File: config.mk
export PLATFORM = sky130hd
export DESIGN_NAME = iomem_arb_flat
export DESIGN_NICKNAME = d
export VERILOG_FILES = /design/src/rtl/iomem_arb_if.sv /design/src/rtl/iomem_arb.sv /design/src/flat_wrapper.sv
export SDC_FILE = /design/constraint.sdc
export NUM_CORES = 1
export LEC_CHECK = 0
export CAP_MARGIN = 40
export CORE_MARGIN = 5
export CORE_UTILIZATION = 44
export CTS_CLUSTER_DIAMETER = 120
export DETAILED_ROUTE_END_ITERATION = 7
export GPL_ROUTABILITY_DRIVEN = 0
export PLACE_DENSITY = 0.91
export SLEW_MARGIN = 30
export SYNTH_ARGS = -nofsm -noshare
export SYNTH_HDL_FRONTEND = slang
export SYNTH_SLANG_ARGS = --single-unit
File: constraint.sdc
create_clock -name clk_bufg -period 5.2 [get_ports clk_bufg]
set_clock_uncertainty 0.2 [all_clocks]
set_input_delay 1.56 -clock clk_bufg [delete_from_list [all_inputs] [get_ports clk_bufg]]
set_output_delay 1.56 -clock clk_bufg [all_outputs]
set_load 0.05 [all_outputs]
File: src/rtl/iomem_arb_if.sv
// rtl/iomem_arb_if.sv - CPU iomem bus and shared slave bus bundle for iomem_arb
interface iomem_arb_if #(
  parameter int NSLV = 4
);
  logic                   iomem_valid;
  logic [31:0]            iomem_addr;
  logic [3:0]             iomem_wstrb;
  logic [31:0]            iomem_wdata;
  logic                   iomem_ready;
  logic [31:0]            iomem_rdata;
  logic [NSLV-1:0]        s_valid;
  logic [19:0]            s_addr;
  logic [3:0]             s_wstrb;
  logic [31:0]            s_wdata;
  logic [NSLV-1:0]        s_ready;
  logic [32*NSLV-1:0]     s_rdata;

  // the arbiter's view: it serves the CPU and drives the slaves
  modport slave (
    input  iomem_valid, iomem_addr, iomem_wstrb, iomem_wdata, s_ready, s_rdata,
    output iomem_ready, iomem_rdata, s_valid, s_addr, s_wstrb, s_wdata
  );

  modport master (
    output iomem_valid, iomem_addr, iomem_wstrb, iomem_wdata, s_ready, s_rdata,
    input  iomem_ready, iomem_rdata, s_valid, s_addr, s_wstrb, s_wdata
  );
endinterface

File: src/rtl/iomem_arb.sv
// rtl/iomem_arb.sv - iomem request decoder/arbiter onto four slaves with timeout and error tracking
module iomem_arb #(
  parameter int          NSLV     = 4,
  parameter int          TIMEOUT  = 16,
  parameter logic [31:0] ERR_DATA = 32'hDEADBEEF
) (
  input  logic        clk_bufg,
  input  logic        resetn,
  iomem_arb_if.slave  bus,
  output logic [7:0]  err_count,
  output logic [31:0] err_addr
);
  typedef enum logic [1:0] {IDLE, ACCESS, DONE} state_t;

  localparam logic [7:0] TO_LAST = 8'(TIMEOUT - 1);

  state_t          state;
  logic [7:0]      cnt;
  logic [1:0]      idx;
  logic [31:0]     req_addr;
  logic [3:0]      req_wstrb;
  logic [31:0]     req_wdata;
  logic [NSLV-1:0] sel;
  logic            ready_q;
  logic [31:0]     rdata_q;

  logic claim;
  logic dec_err;

  assign claim   = bus.iomem_valid && (bus.iomem_addr[31:24] == 8'h03);
  assign dec_err = |bus.iomem_addr[23:22];

  assign bus.iomem_ready = ready_q;
  assign bus.iomem_rdata = rdata_q;
  assign bus.s_valid     = sel;
  assign bus.s_addr      = req_addr[19:0];
  assign bus.s_wstrb     = req_wstrb;
  assign bus.s_wdata     = req_wdata;

  always_ff @(posedge clk_bufg) begin
    if (!resetn) begin
      state     <= IDLE;
      cnt       <= 8'd0;
      idx       <= 2'd0;
      req_addr  <= 32'd0;
      req_wstrb <= 4'd0;
      req_wdata <= 32'd0;
      sel       <= '0;
      ready_q   <= 1'b0;
      rdata_q   <= 32'd0;
      err_count <= 8'd0;
      err_addr  <= 32'd0;
    end else begin
      ready_q <= 1'b0;
      case (state)
        IDLE: begin
          if (claim) begin
            if (dec_err) begin
              rdata_q   <= ERR_DATA;
              ready_q   <= 1'b1;
              err_addr  <= bus.iomem_addr;
              err_count <= (err_count == 8'hFF) ? err_count : err_count + 8'd1;
              state     <= DONE;
            end else begin
              req_addr  <= bus.iomem_addr;
              req_wstrb <= bus.iomem_wstrb;
              req_wdata <= bus.iomem_wdata;
              idx       <= bus.iomem_addr[21:20];
              sel       <= NSLV'(1) << bus.iomem_addr[21:20];
              cnt       <= 8'd0;
              state     <= ACCESS;
            end
          end
        end
        ACCESS: begin
          // ready is checked first so a reply on the last allowed cycle is not an error
          if (bus.s_ready[idx]) begin
            rdata_q <= bus.s_rdata[32*idx +: 32];
            sel     <= '0;
            ready_q <= 1'b1;
            state   <= DONE;
          end else if (cnt == TO_LAST) begin
            rdata_q   <= ERR_DATA;
            sel       <= '0;
            ready_q   <= 1'b1;
            err_addr  <= req_addr;
            err_count <= (err_count == 8'hFF) ? err_count : err_count + 8'd1;
            state     <= DONE;
          end else begin
            cnt <= cnt + 8'd1;
          end
        end
        DONE: begin
          state <= IDLE;
        end
        default: begin
          state <= IDLE;
        end
      endcase
    end
  end
endmodule
File: src/flat_wrapper.sv
// flat-port wrapper written by rule: the top's interface ports become plain ports
module iomem_arb_flat 
#(
  parameter int          NSLV     = 4,
  parameter int          TIMEOUT  = 16,
  parameter logic [31:0] ERR_DATA = 32'hDEADBEEF
)
  (clk_bufg, resetn, err_count, err_addr, bus_iomem_valid, bus_iomem_addr, bus_iomem_wstrb, bus_iomem_wdata, bus_s_ready, bus_s_rdata, bus_iomem_ready, bus_iomem_rdata, bus_s_valid, bus_s_addr, bus_s_wstrb, bus_s_wdata);
  iomem_arb_if #(.NSLV(NSLV)) bus_i ();
  input  logic clk_bufg;
  input  logic resetn;
  output logic [7:0] err_count;
  output logic [31:0] err_addr;
  input wire logic [$bits(bus_i.iomem_valid)-1:0] bus_iomem_valid;
  input wire logic [$bits(bus_i.iomem_addr)-1:0] bus_iomem_addr;
  input wire logic [$bits(bus_i.iomem_wstrb)-1:0] bus_iomem_wstrb;
  input wire logic [$bits(bus_i.iomem_wdata)-1:0] bus_iomem_wdata;
  input wire logic [$bits(bus_i.s_ready)-1:0] bus_s_ready;
  input wire logic [$bits(bus_i.s_rdata)-1:0] bus_s_rdata;
  output wire logic [$bits(bus_i.iomem_ready)-1:0] bus_iomem_ready;
  output wire logic [$bits(bus_i.iomem_rdata)-1:0] bus_iomem_rdata;
  output wire logic [$bits(bus_i.s_valid)-1:0] bus_s_valid;
  output wire logic [$bits(bus_i.s_addr)-1:0] bus_s_addr;
  output wire logic [$bits(bus_i.s_wstrb)-1:0] bus_s_wstrb;
  output wire logic [$bits(bus_i.s_wdata)-1:0] bus_s_wdata;
  assign bus_i.iomem_valid = bus_iomem_valid;
  assign bus_i.iomem_addr = bus_iomem_addr;
  assign bus_i.iomem_wstrb = bus_iomem_wstrb;
  assign bus_i.iomem_wdata = bus_iomem_wdata;
  assign bus_i.s_ready = bus_s_ready;
  assign bus_i.s_rdata = bus_s_rdata;
  assign bus_iomem_ready = bus_i.iomem_ready;
  assign bus_iomem_rdata = bus_i.iomem_rdata;
  assign bus_s_valid = bus_i.s_valid;
  assign bus_s_addr = bus_i.s_addr;
  assign bus_s_wstrb = bus_i.s_wstrb;
  assign bus_s_wdata = bus_i.s_wdata;
  iomem_arb #(.NSLV(NSLV), .TIMEOUT(TIMEOUT), .ERR_DATA(ERR_DATA)) u_core (.clk_bufg(clk_bufg), .resetn(resetn), .bus(bus_i), .err_count(err_count), .err_addr(err_addr));
endmodule
==> reports/results.txt, run 1 <==
At the later pin of the worst-skew pair, clock insertion delay measures 0.41 ns. Number of global-route vias before repair: 6,701. The number of cells on the worst reg-to-reg path is 6. Yosys attributes the largest share of cell area to sky130_fd_sc_hd__dfxtp_1 45%, sky130_fd_sc_hd__mux4_2 10%, sky130_fd_sc_hd__nand2_1 8.8%. The smallest clock period supported by the final layout is computed as 3.71 ns. Summing every instance area after synthesis gives 0.00691 mm². In this run the static leakage power is 0.00374 µW. In the synthesized netlist the async set-or-reset flop fraction comes to 0%. Power comes to 2610 µW. At the worst endpoint, the arrival time is 3.85 ns.

Counting the buffers created by CTS gives 17. The die boundary height was 135 µm. Worst-case hold path end point: u_core.bus.s_wdata[22]. The logs give 0 ns for the aggregate negative setup slack and 6,716 for the total via count after detailed routing.

The capture point of the worst reg-to-reg path is u_core.err_count[4]. The total area inside the core boundary comes to 0.0153 mm². The clock tree synthesis step divided the H-tree into 4 levels. Counting every sink on the clock net gives 155.

In the post-synthesis netlist, the cell with the most instances is sky130_fd_sc_hd__nand2_1. The max-cap violation count was 0. The chip width was 135 µm; the count of unresolved DRC violations after routing was 0. After legalization and detailed placement, the total HPWL measured 18.5 mm. The worst slew margin relative to its limit was 49.7%. For this block, the routed nets add up to 24.5 mm of wire.

The clock edge transition at the registers on the reported setup and hold paths works out to 0.06 ns. For this configuration, the core starts out at a cell density of 45.1%. In the synthesized netlist, the cells that appear most often are 162 x sky130_fd_sc_hd__nand2_1, 155 x sky130_fd_sc_hd__dfxtp_1, 72 x sky130_fd_sc_hd__a21oi_1, 49 x sky130_fd_sc_hd__nor2_1, 41 x sky130_fd_sc_hd__clkbuf_1. The logs give 0 for the number of buffers inserted for hold repair after clock tree synthesis and 36.4 mm for the global-route wire length before repair.

STA classifies the critical path endpoint as a register. The final critical path takes up 71.3% of the cycle. The tightest min-delay check is of the register to register type.

The actual slew at the worst max-slew pin was 0.753 ns. Post-route antenna net violation count: 0. The share of the yosys chip area belonging to registers is 44.9%, and the residual overflow from global routing is 0.

The average routed wire per standard cell works out to 19.7 µm. Yosys printed 0 warnings. The net count after synthesis is 937, and the delay of the slowest critical-path stage is 0.62 ns. TritonCTS built the clock tree. In this run the power density over the cells is 241 mW/mm².

Static timing analysis puts the maximum clock frequency at 270 MHz. The I/O pin total was 336; the area growth from synthesis to layout was 56.8%. For the overall routing resource usage, the log shows 25.5%.

The per-cell via count in the routed design is 5.40, and the number of distinct standard cells referenced by the synthesized netlist is 54. The tools report the net count reported at finish as 1,221. No sink is reached through more buffers than the 2 on the longest clock path.

The final count of pins violating max slew came out at 0. The number of synthesized flops with an enable pin is 0, and the flop-to-flop setup slack is 2.25 ns. The tools report the launch instance of the worst min-delay path as u_core.bus.s_wdata[22]. The proportion of layout cells with a drive suffix above 1 was 9.43%. The synthesized area per cell is 9.44 µm², and the count of mapped cells out of synthesis is 732. The critical path class was primary input to register. The floorplan step defined a die boundary enclosing 0.0183 mm². In this run, post-CTS repair resized a total of 0 instances. The tools report the final hold violation count as 0.

For the worst hold margin, the log shows 0.248 ns. Setup violations remaining at the end of the flow were counted as 0. The number of port buffers came out at 335. The cell taking the most area after synthesis was sky130_fd_sc_hd__dfxtp_1.

First-pass detailed-route iteration total: 5. Entering global routing, the biggest net connects 70 pins. The flow ran to the end, and the final reports show no timing, DRC or antenna violations. Along the worst path, the maximum fanout reaches 31.

The finished cells cover 0.0108 mm². For the number of fill cells, the log shows 1,131. Summing all placed instances gives a cell area of 0.0103 mm². The worst-path cell with the longest stage delay was sky130_fd_sc_hd__nor2_4. Setup repair after global routing left no endpoint under its margin. The critical path goes through clkdlybuf4s50_1, nor4_4, nand4_1, nor2_4, buf_12, nand2_1, a21oi_1.

The tools report the total area of multi-input combinational cells as 0.00341 mm². The fraction of post-synthesis cell area in the top cell type by area was 44.9%. The startpoint identified for the worst register-to-register timing path is u_core.req_addr[21].

VDD sags by at most 0.245 mV. The run gives 0 as the post-CTS setup repair buffer count. After synthesis the netlist holds a flip-flop and latch count of 155.

For the initial antenna violation count, the log shows 3. The number of stages on the worst hold path was 2. For this run, the leading register cell type out of synthesis is sky130_fd_sc_hd__dfxtp_1.

Clock tree synthesis selected as its root buffer the cell sky130_fd_sc_hd__clkbuf_16. The tools report the combined flip-flop and latch cell area as 0.00311 mm². After the first detailed-routing iteration, the DRC count stood at 288.

STA classifies the critical path startpoint as a primary input. For the worst setup path, the data required time is 5.34 ns. The row count was 45.
metrics by stage:
step	util (%)	setup WS [ns]	std cells
final	70.8	1.49	1243
after global routing	70.8	1.32	1243
after CTS	70.7	1.50	1240
after detailed placement	67.0	1.08	1208
after global placement	66.8	1.15	1207
after floorplan	-	1.94	732
layer usage:
layer / global-route usage, % / up-vias / routed length (µm) / part of all wire [%]
met2: 45.6 / 315 / 12400 / 51
met4: 10.7 / 0 / 927 / 3.8
met3: 10.3 / 45 / 2580 / 11
li1: - / 3197 / - / -
met5: 0 / - / 0 / 0
met1: 26.3 / 3159 / 8540 / 35
kinds of logic (layout without fill, tap and decap cells):
group / count (synthesis) / in the layout / share of synthesized area (%)
adder cells (fa/ha/maj): 2 / 2 / 0.362
other: 0 / 3 / 0
flip-flops: 155 / 155 / 44.9
AO/OA/AOI/OAI: 163 / 163 / 17.0
multiplexers: 58 / 58 / 14.2
AND/OR/NAND/NOR: 269 / 269 / 17.3
buffers and inverters: 85 / 382 / 6.26
cell type report:
| cell class | count | share of cell area (%) |
|---|---|---|
| Clock inverter | 11 | 1.02 |
| Clock buffer | 21 | 4.25 |
| Multi-Input combinational cell | 492 | 31.5 |
| Tap cell | 211 | 2.44 |
| Antenna cell | 3 | 0.0693 |
| Sequential cell | 155 | 28.6 |
| Inverter | 3 | 0.115 |
| Timing Repair Buffer | 347 | 32.0 |
worst max-delay path: cells and delay by family:
| family | cells | cell delay [ns] |
|---|---|---|
| AO/OA/AOI/OAI | 1 | 0.16 |
| AND/OR/NAND/NOR | 4 | 1.37 |
| buffers and inverters | 2 | 0.73 |
sequential cells by signal, indices dropped and copies added, names as in the netlist:
| name | cells |
|---|---|
| u_core.bus.s_wdata | 32 |
| u_core.bus.s_valid | 4 |
| u_core.err_addr | 32 |
| u_core.bus.s_wstrb | 4 |
| u_core.err_count | 8 |
| u_core.bus.iomem_ready | 1 |
| u_core.req_addr | 32 |
| u_core.bus.iomem_rdata | 32 |
| u_core.state | 2 |
| u_core.cnt | 8 |
power breakdown:
| part | switching (µW) | total, µW | internal, µW |
|---|---|---|---|
| sequential | 0.720 | 1190 | 1190 |
| combinational | 71.4 | 231 | 160 |
| clock | 503 | 1190 | 691 |
| total | 575 | 2610 | 2040 |
placed cells by master, fill, tap and decap left out, drive strengths merged, types with 2 or more instances in the layout:
cell type,count
buf,13
nand4,5
or3,3
o31ai,4
ha,2
nor2,49
inv,6
mux2i,25
clkinv,4
dfxtp,155
clkdlybuf4s50,334
o22ai,9
mux4,32
nor4,2
o21ai,7
nor3b,2
nor3,3
clkinvlp,3
nand2b,4
nand2,162
a311oi,9
or4,2
and3b,2
a21oi,72
and3,10
and2,2
a221oi,2
a31oi,4
o221a,25
clkbuf,21
diode,3
nor4b,2
a211oi,23
nand3,10
or2,4
worst max path at each step:
stage	startpoint	end	slack (ns)	cells after the start
floorplan	bus_iomem_addr[26]	u_core.err_count[5]	1.94	6
global placement	bus_iomem_addr[26]	u_core.bus.s_wdata[1]	1.15	7
detailed placement	bus_iomem_addr[26]	u_core.req_addr[8]	1.08	7
CTS	bus_iomem_addr[26]	u_core.req_addr[8]	1.50	7
global route	bus_iomem_addr[26]	u_core.req_addr[8]	1.32	7
finish	bus_iomem_addr[26]	u_core.req_addr[8]	1.49	7
(Power assumes the default switching activity.)
==> run 2, diff against run 1 <==
--- a/config.mk
+++ b/config.mk
@@ -7,11 +7,11 @@
 export LEC_CHECK = 0
 export CAP_MARGIN = 40
 export CORE_MARGIN = 5
-export CORE_UTILIZATION = 44
+export CORE_UTILIZATION = 41
 export CTS_CLUSTER_DIAMETER = 120
 export DETAILED_ROUTE_END_ITERATION = 7
 export GPL_ROUTABILITY_DRIVEN = 0
-export PLACE_DENSITY = 0.91
+export PLACE_DENSITY = 0.86
 export SLEW_MARGIN = 30
 export SYNTH_ARGS = -nofsm -noshare
 export SYNTH_HDL_FRONTEND = slang
==> constraint.sdc (replaced) <==
create_clock -name clk_bufg -period 3.8 [get_ports clk_bufg]
set_clock_uncertainty 0.2 [all_clocks]
set_input_delay 1.14 -clock clk_bufg [delete_from_list [all_inputs] [get_ports clk_bufg]]
set_output_delay 1.14 -clock clk_bufg [all_outputs]
set_load 0.05 [all_outputs]
==> run 2 against run 1 <==
Compared with the run above:
- combinational power increased by 35%
- register-to-register slack lost 0.99 ns
- largest power group is now the clock network
- critical endpoint is now u_core.err_count[4]
- first-iteration DRC count rose by 4.9%
- sequential power grew 37%
- critical path type unchanged
==> reports/results.txt, run 2 (same netlist as run 1, synthesis figures left out) <==
The flow ran to the end, and the final reports show no timing, DRC or antenna violations. The later pin in the worst-skew pair is clocked with a latency of 0.42 ns. The net count reported at finish was 1,223.

The tightest min-delay check is of the register to register type. The commonest non-fill, non-tap cell in the layout was sky130_fd_sc_hd__clkdlybuf4s50_1. Relative to the synthesized area, the layout overhead comes to 58.2%.

Count of unresolved DRC violations after routing: 0. Dividing the detail-routed via count by the number of cells gives 5.30. The number of port buffers is 335, and the number of DRC violations after detailed-routing iteration 0 is 302. For the total via count after detailed routing, the log shows 6,651.

The logs give 41.7% for the initial cell density of the core and 47 for the row count. The logs give 56.0% for the worst slew margin relative to its limit and 36.6 mm for the global-route wire length before repair. The overall routing resource usage is 23.6%. For this run, the number of standard cells in the final layout without fillers is 1,256.

From bottom edge to top edge, the die measures 140 µm. The placeable core region was 0.0166 mm²; the flop-to-flop setup slack was 1.26 ns. The worst hold path terminates at u_core.bus.s_wdata[12].

Gates resized during post-CTS repair numbered 0. The run gives 0 as the final hold violation count. Entering global routing, the biggest net connects 66 pins.

Global routing finished with a remaining overflow of 0. The tools report the startpoint class of the critical path as a primary input. Leaving out fill and tap cells, the most frequent cells in the layout are 334 x sky130_fd_sc_hd__clkdlybuf4s50_1, 162 x sky130_fd_sc_hd__nand2_1, 153 x sky130_fd_sc_hd__dfxtp_1.

The capture point of the worst reg-to-reg path is u_core.err_count[4]. Power spread over the standard cell area amounts to 337 mW/mm². First-pass detailed-route iteration total: 5. Post-CTS timing repair inserted 0 buffers for setup. TritonCTS built the clock tree. After detailed routing, the average wire length per cell comes to 19.2 µm. Setup violations remaining at the end of the flow were counted as 0. Max-cap violation count: 0. Summed over all failing endpoints, the final setup total negative slack is 0 ns.

Clock tree synthesis selected as its root buffer the cell sky130_fd_sc_hd__clkbuf_16. Post-route antenna net violation count: 0. Along the worst path, the maximum fanout reaches 15.

The worst hold path begins at u_core.bus.s_wdata[12]. Measured in cells, the most critical reg-to-reg path has a length of 6. The tools report the beginning of the worst register-to-register path as u_core.cnt[0]. For this run, the top clock speed supported by timing is 308 MHz. The clock edge transition at the registers on the reported setup and hold paths works out to 0.07 ns.

Setup repair after global routing left no endpoint under its margin. The logs give 24.1 mm for the total wire length after detailed routing and 3690 µW for the final total power. In this run the count of I/O pins placed on the die edge is 336.

In the final layout, the share of cells above drive strength 1 is 9.80%. The chip width was 140 µm. The shortest period the worst path allows works out to 3.25 ns. The worst setup path is captured at a register.

For the peak supply drop, the log shows 0.280 mV. The critical path is of the primary input to register type. The number of clock buffers added by TritonCTS is 17. For the instance count after placement with tap cells included, the log shows 1,219.

The number of buffers inserted for hold repair after clock tree synthesis was 0; the number of clock sinks was 155. For this design the static power due to leakage is 0.00379 µW. The run gives 5 as the initial antenna violation count. The run gives 0.0196 mm² as the die area. The share of the clock period used by the worst path after layout is 85.5%, and the number of levels the H-tree was split into is 4.

The run gives 3.39 ns as the arrival time of data at the critical path endpoint. For the pin with the worst max-slew slack, the measured transition is 0.658 ns. The run gives 0 as the final count of pins violating max slew. No sink is reached through more buffers than the 2 on the longest clock path. Number of stages on the worst hold path: 2. The wire-length estimate of the detail-placed layout is 18.1 mm.

The number of global-route vias before repair was 6,667; the data required time at the worst endpoint was 3.94 ns.
## run 2: changes by cell type in the layout (fill, tap and decap cells not counted), sizes merged
| cell | previous run | this run |
|---|---|---|
| clkinvlp | 3 | 1 |
| clkbuf | 21 | 19 |
| buf | 13 | 15 |
| bufinv | 1 | 2 |
| diode | 3 | 5 |
| inv | 6 | 9 |
## run 2: routing by layer
metal,vias up,track usage (%),routed length [µm]
li1,3195,-,-
met1,3152,24.0,8620
met2,277,42.5,12500
met3,27,9.88,2370
met4,0,9.59,539
met5,-,0,0
## run 2: worst max-delay path by stage
stage | from | end | slack (ns) | cells past startpoint
after floorplan | bus_iomem_addr[26] | u_core.err_count[5] | 0.96 | 6
after global placement | bus_iomem_addr[26] | u_core.err_count[4] | 0.20 | 6
after detailed placement | bus_iomem_addr[26] | u_core.err_count[3] | 0.15 | 6
after CTS | bus_iomem_addr[26] | u_core.err_count[4] | 0.58 | 6
after global routing | bus_iomem_addr[26] | u_core.err_count[5] | 0.45 | 6
final | bus_iomem_addr[26] | u_core.err_count[4] | 0.55 | 6
## run 2: metrics by stage
step                utilization, %  hold slack [ns]  area (µm²)  setup slack [ns]
floorplan                        -            0.240        6910             0.958
global placement              62.2            0.237       10300             0.199
detailed placement            62.2            0.243       10300             0.145
CTS                           65.9            0.252       10900             0.577
global route                  65.9            0.264       10900             0.447
finish                        65.9            0.249       10900             0.551
## run 2: critical path: stages
cell and delay, ns:
sky130_fd_sc_hd__clkdlybuf4s50_1 0.47, sky130_fd_sc_hd__nor4_4 0.44, sky130_fd_sc_hd__nand3_1 0.12, sky130_fd_sc_hd__o32a_1 0.51
sky130_fd_sc_hd__or4_1 0.56, sky130_fd_sc_hd__a21oi_1 0.15
## run 2: cell type report
class                      instances  area (µm²)
fill                            1322        5650
timing repair buffer             349        3520
multi-input combinational        492        3410
sequential                       155        3110
clock buffer                      19         453
tap                              220         275
clock inverter                    13         153
inverter                           3        12.5
antenna                            5        12.5
## run 2: power breakdown
part	internal, µW	total (µW)	switching, µW
sequential	1630	1630	0.906
combinational	219	313	93.7
clock	1020	1750	724
==> run 3, diff against run 2 <==
--- a/config.mk
+++ b/config.mk
@@ -6,12 +6,13 @@
 export NUM_CORES = 1
 export LEC_CHECK = 0
 export CAP_MARGIN = 40
+export CORE_ASPECT_RATIO = 1.4
 export CORE_MARGIN = 5
 export CORE_UTILIZATION = 41
 export CTS_CLUSTER_DIAMETER = 120
 export DETAILED_ROUTE_END_ITERATION = 7
 export GPL_ROUTABILITY_DRIVEN = 0
-export PLACE_DENSITY = 0.86
+export PLACE_DENSITY = 0.78
 export SLEW_MARGIN = 30
 export SYNTH_ARGS = -nofsm -noshare
 export SYNTH_HDL_FRONTEND = slang
==> constraint.sdc (replaced) <==
create_clock -name clk_bufg -period 3.35 [get_ports clk_bufg]
set_clock_uncertainty 0.2 [all_clocks]
set_input_delay 1.005 -clock clk_bufg [delete_from_list [all_inputs] [get_ports clk_bufg]]
set_output_delay 1.005 -clock clk_bufg [all_outputs]
set_load 0.05 [all_outputs]
==> run 3 against run 2 <==
Compared with the run above:
- critical path type unchanged
- critical path depth stayed put
- non-clock buffer count is 13 higher
- highest routed layer unchanged
- critical endpoint is now u_core.err_count[3]
- sequential power is 13% higher
- sequential share of layout area is 0.37 points lower
==> reports/results.txt, run 3 (same netlist as run 1, synthesis figures left out) <==
Static power due to leakage: 0.00388 µW. The busiest layer in global routing is met2. In this run, the number of DRC markers left after iteration 0 of detailed routing was 305.

For this run, global-route usage on met1 was measured as 26.9%. The average routed wire per standard cell came out at 19.2 µm. The die area came out at 0.0196 mm². For the finished layout, the period the worst path requires is 3.02 ns.

The worst-case IR drop observed on VDD is 0.460 mV. Entering global routing, the biggest net connects 60 pins. The tools report the number of buffers inserted during clock tree synthesis as 17. The tools report the worst slew margin relative to its limit as 53.5%. The detail route stage leaves a number of antenna-violating nets equal to 0. Cells with a size suffix above 1 make up 10.8% of the layout. Setup violations remaining at the end of the flow were counted as 0. The area growth from synthesis to layout works out to 60.3%. For this design the top-level I/O count stands at 336.

The row count is 56, and the power density relative to cell area is 395 mW/mm². At the pin with the least slew margin, the transition time is 0.696 ns. The final hold violation count came out at 0.

For the number of global-route vias before repair, the log shows 6,558. In the post-route analysis, the smallest setup slack over all paths is 0.330 ns. The tools report the net count reported at finish as 1,236. The tools report the post-detailed-placement half-perimeter wirelength as 17.9 mm. The number of clock sinks was 155; the highest fanout seen on the critical path was 15.

Clock edge transition at the registers on the reported setup and hold paths: 0.07 ns. Startpoint class of the critical path: a primary input. The final count of pins violating max slew came out at 0. The number of buffers inserted for hold repair after clock tree synthesis was 0.

The first-pass detailed-route iteration total is 4, and the arrival time of data at the critical path endpoint is 3.17 ns. In this run the horizontal extent of the chip is 120 µm. For met3 alone, demand over resource in global routing was 9.39%.

Across every metal layer, demand over resource in global routing totals 23.8%. Global-route wire length before repair: 36.4 mm. Setup repair after global routing left no endpoint under its margin. After layout, the worst path uses 90.1% of the clock period.

Summing all placed instances gives a cell area of 0.0104 mm². The number of port buffers was 335; the worst hold margin was 0.249 ns. The critical path class is primary input to register. The per-cell via count in the routed design came out at 5.37.

The top cell types in the final layout, fill and taps aside, are 334 x sky130_fd_sc_hd__clkdlybuf4s50_1, 162 x sky130_fd_sc_hd__nand2_1, 154 x sky130_fd_sc_hd__dfxtp_1. The tools report the initial antenna violation count as 0. The total wire length after detailed routing is 23.9 mm, and the initial cell density of the core is 41.4%. The detailed router placed 6,699 vias in this run.

The logs give 0 for the residual overflow from global routing and 2 for the number of buffers between clock root and the deepest sink. For the number of levels the H-tree was split into, the log shows 4. The max-cap violation count is 0, and the die boundary height is 164 µm. The peak clock frequency supported by timing is 331 MHz. STA classifies the critical path endpoint as a register. The data required time at the worst endpoint came out at 3.50 ns. In this run the worst hold path is classified as register to register. Once the clock tree was built, the resizer swapped 0 gates to a different size. The tools report the antenna cell count as 0.

The tree is rooted in a sky130_fd_sc_hd__clkbuf_16. Setup total negative slack on the finished layout was measured at 0 ns. After detailed routing, the number of remaining DRC violations is 0. Global routing consumed, on the met2 layer, 41.7% of the routing resources. Once layout is done, the placed cells without fillers occupy 0.0111 mm². The core region is 0.0167 mm².

The tools report the post-CTS setup repair buffer count as 0. The flow ran to the end, and the final reports show no timing, DRC or antenna violations. Leaving out fill and tap cells, the most frequent cell in the layout is sky130_fd_sc_hd__clkdlybuf4s50_1. The post-placement setup slack was -0.0988 ns. TritonCTS built the clock tree.

The later pin in the worst-skew pair is clocked with a latency of 0.42 ns.
## run 3: cell count changes in the layout (fill, tap and decap cells not counted), moves of 2 or more
| cell | before | now |
|---|---|---|
| sky130_fd_sc_hd__buf_4 | 9 | 21 |
| sky130_fd_sc_hd__clkinv_2 | 3 | 1 |
| sky130_fd_sc_hd__inv_8 | 2 | 0 |
| sky130_fd_sc_hd__inv_6 | 5 | 2 |
| sky130_fd_sc_hd__clkinv_4 | 1 | 3 |
| sky130_fd_sc_hd__bufinv_16 | 2 | 5 |
| sky130_fd_sc_hd__diode_2 | 5 | 0 |
## run 3: path summary, 6_finish.rpt
check | from | to | slack (ns) | depth (start not counted)
worst min register to register | u_core.bus.s_wdata[15] | u_core.bus.s_wdata[15] | 0.25 | 2
worst min-delay path | u_core.bus.s_wdata[15] | u_core.bus.s_wdata[15] | 0.25 | 2
worst max register to register | u_core.cnt[0] | u_core.err_count[3] | 0.82 | 6
worst max-delay path | bus_iomem_addr[26] | u_core.err_count[3] | 0.33 | 6
## run 3: worst max-delay path: stages
cell and delay [ns]:
sky130_fd_sc_hd__clkdlybuf4s50_1 0.46, sky130_fd_sc_hd__nor4_4 0.36, sky130_fd_sc_hd__nand3_1 0.12, sky130_fd_sc_hd__o32a_1 0.51, sky130_fd_sc_hd__or4_1 0.56, sky130_fd_sc_hd__a21oi_1 0.15
## run 3: report_power, final
group / switching (µW) / leakage (µW) / internal (µW) / total [µW]
sequential: 0.947 / 0.00125 / 1840 / 1850
clock: 780 / 0.000323 / 1390 / 2170
combinational: 107 / 0.00231 / 252 / 359
## run 3: cell type report
type / instances / area [µm²]
Sequential cell: 155 / 3100
Timing Repair Buffer: 362 / 3630
Multi-Input combinational cell: 492 / 3400
Fill cell: 1365 / 5600
Clock inverter: 12 / 209
Tap cell: 203 / 254
Clock buffer: 20 / 467
Inverter: 3 / 12.5
## run 3: per-layer routing
layer	share of wire (%)	up-vias	routed length (µm)
li1	-	3223	-
met1	39	3223	9430
met2	51	225	12200
met3	8.1	28	1950
met4	1.7	0	410
met5	0	-	0
## run 3: stage by stage
step                instances  util (%)  power, µW
floorplan                 732         -       1970
global placement         1215      62.4       2240
detailed placement       1215      62.4       2250
CTS                      1247      66.4       4420
global route             1247      66.4       4530
finish                   1247      66.4       4380
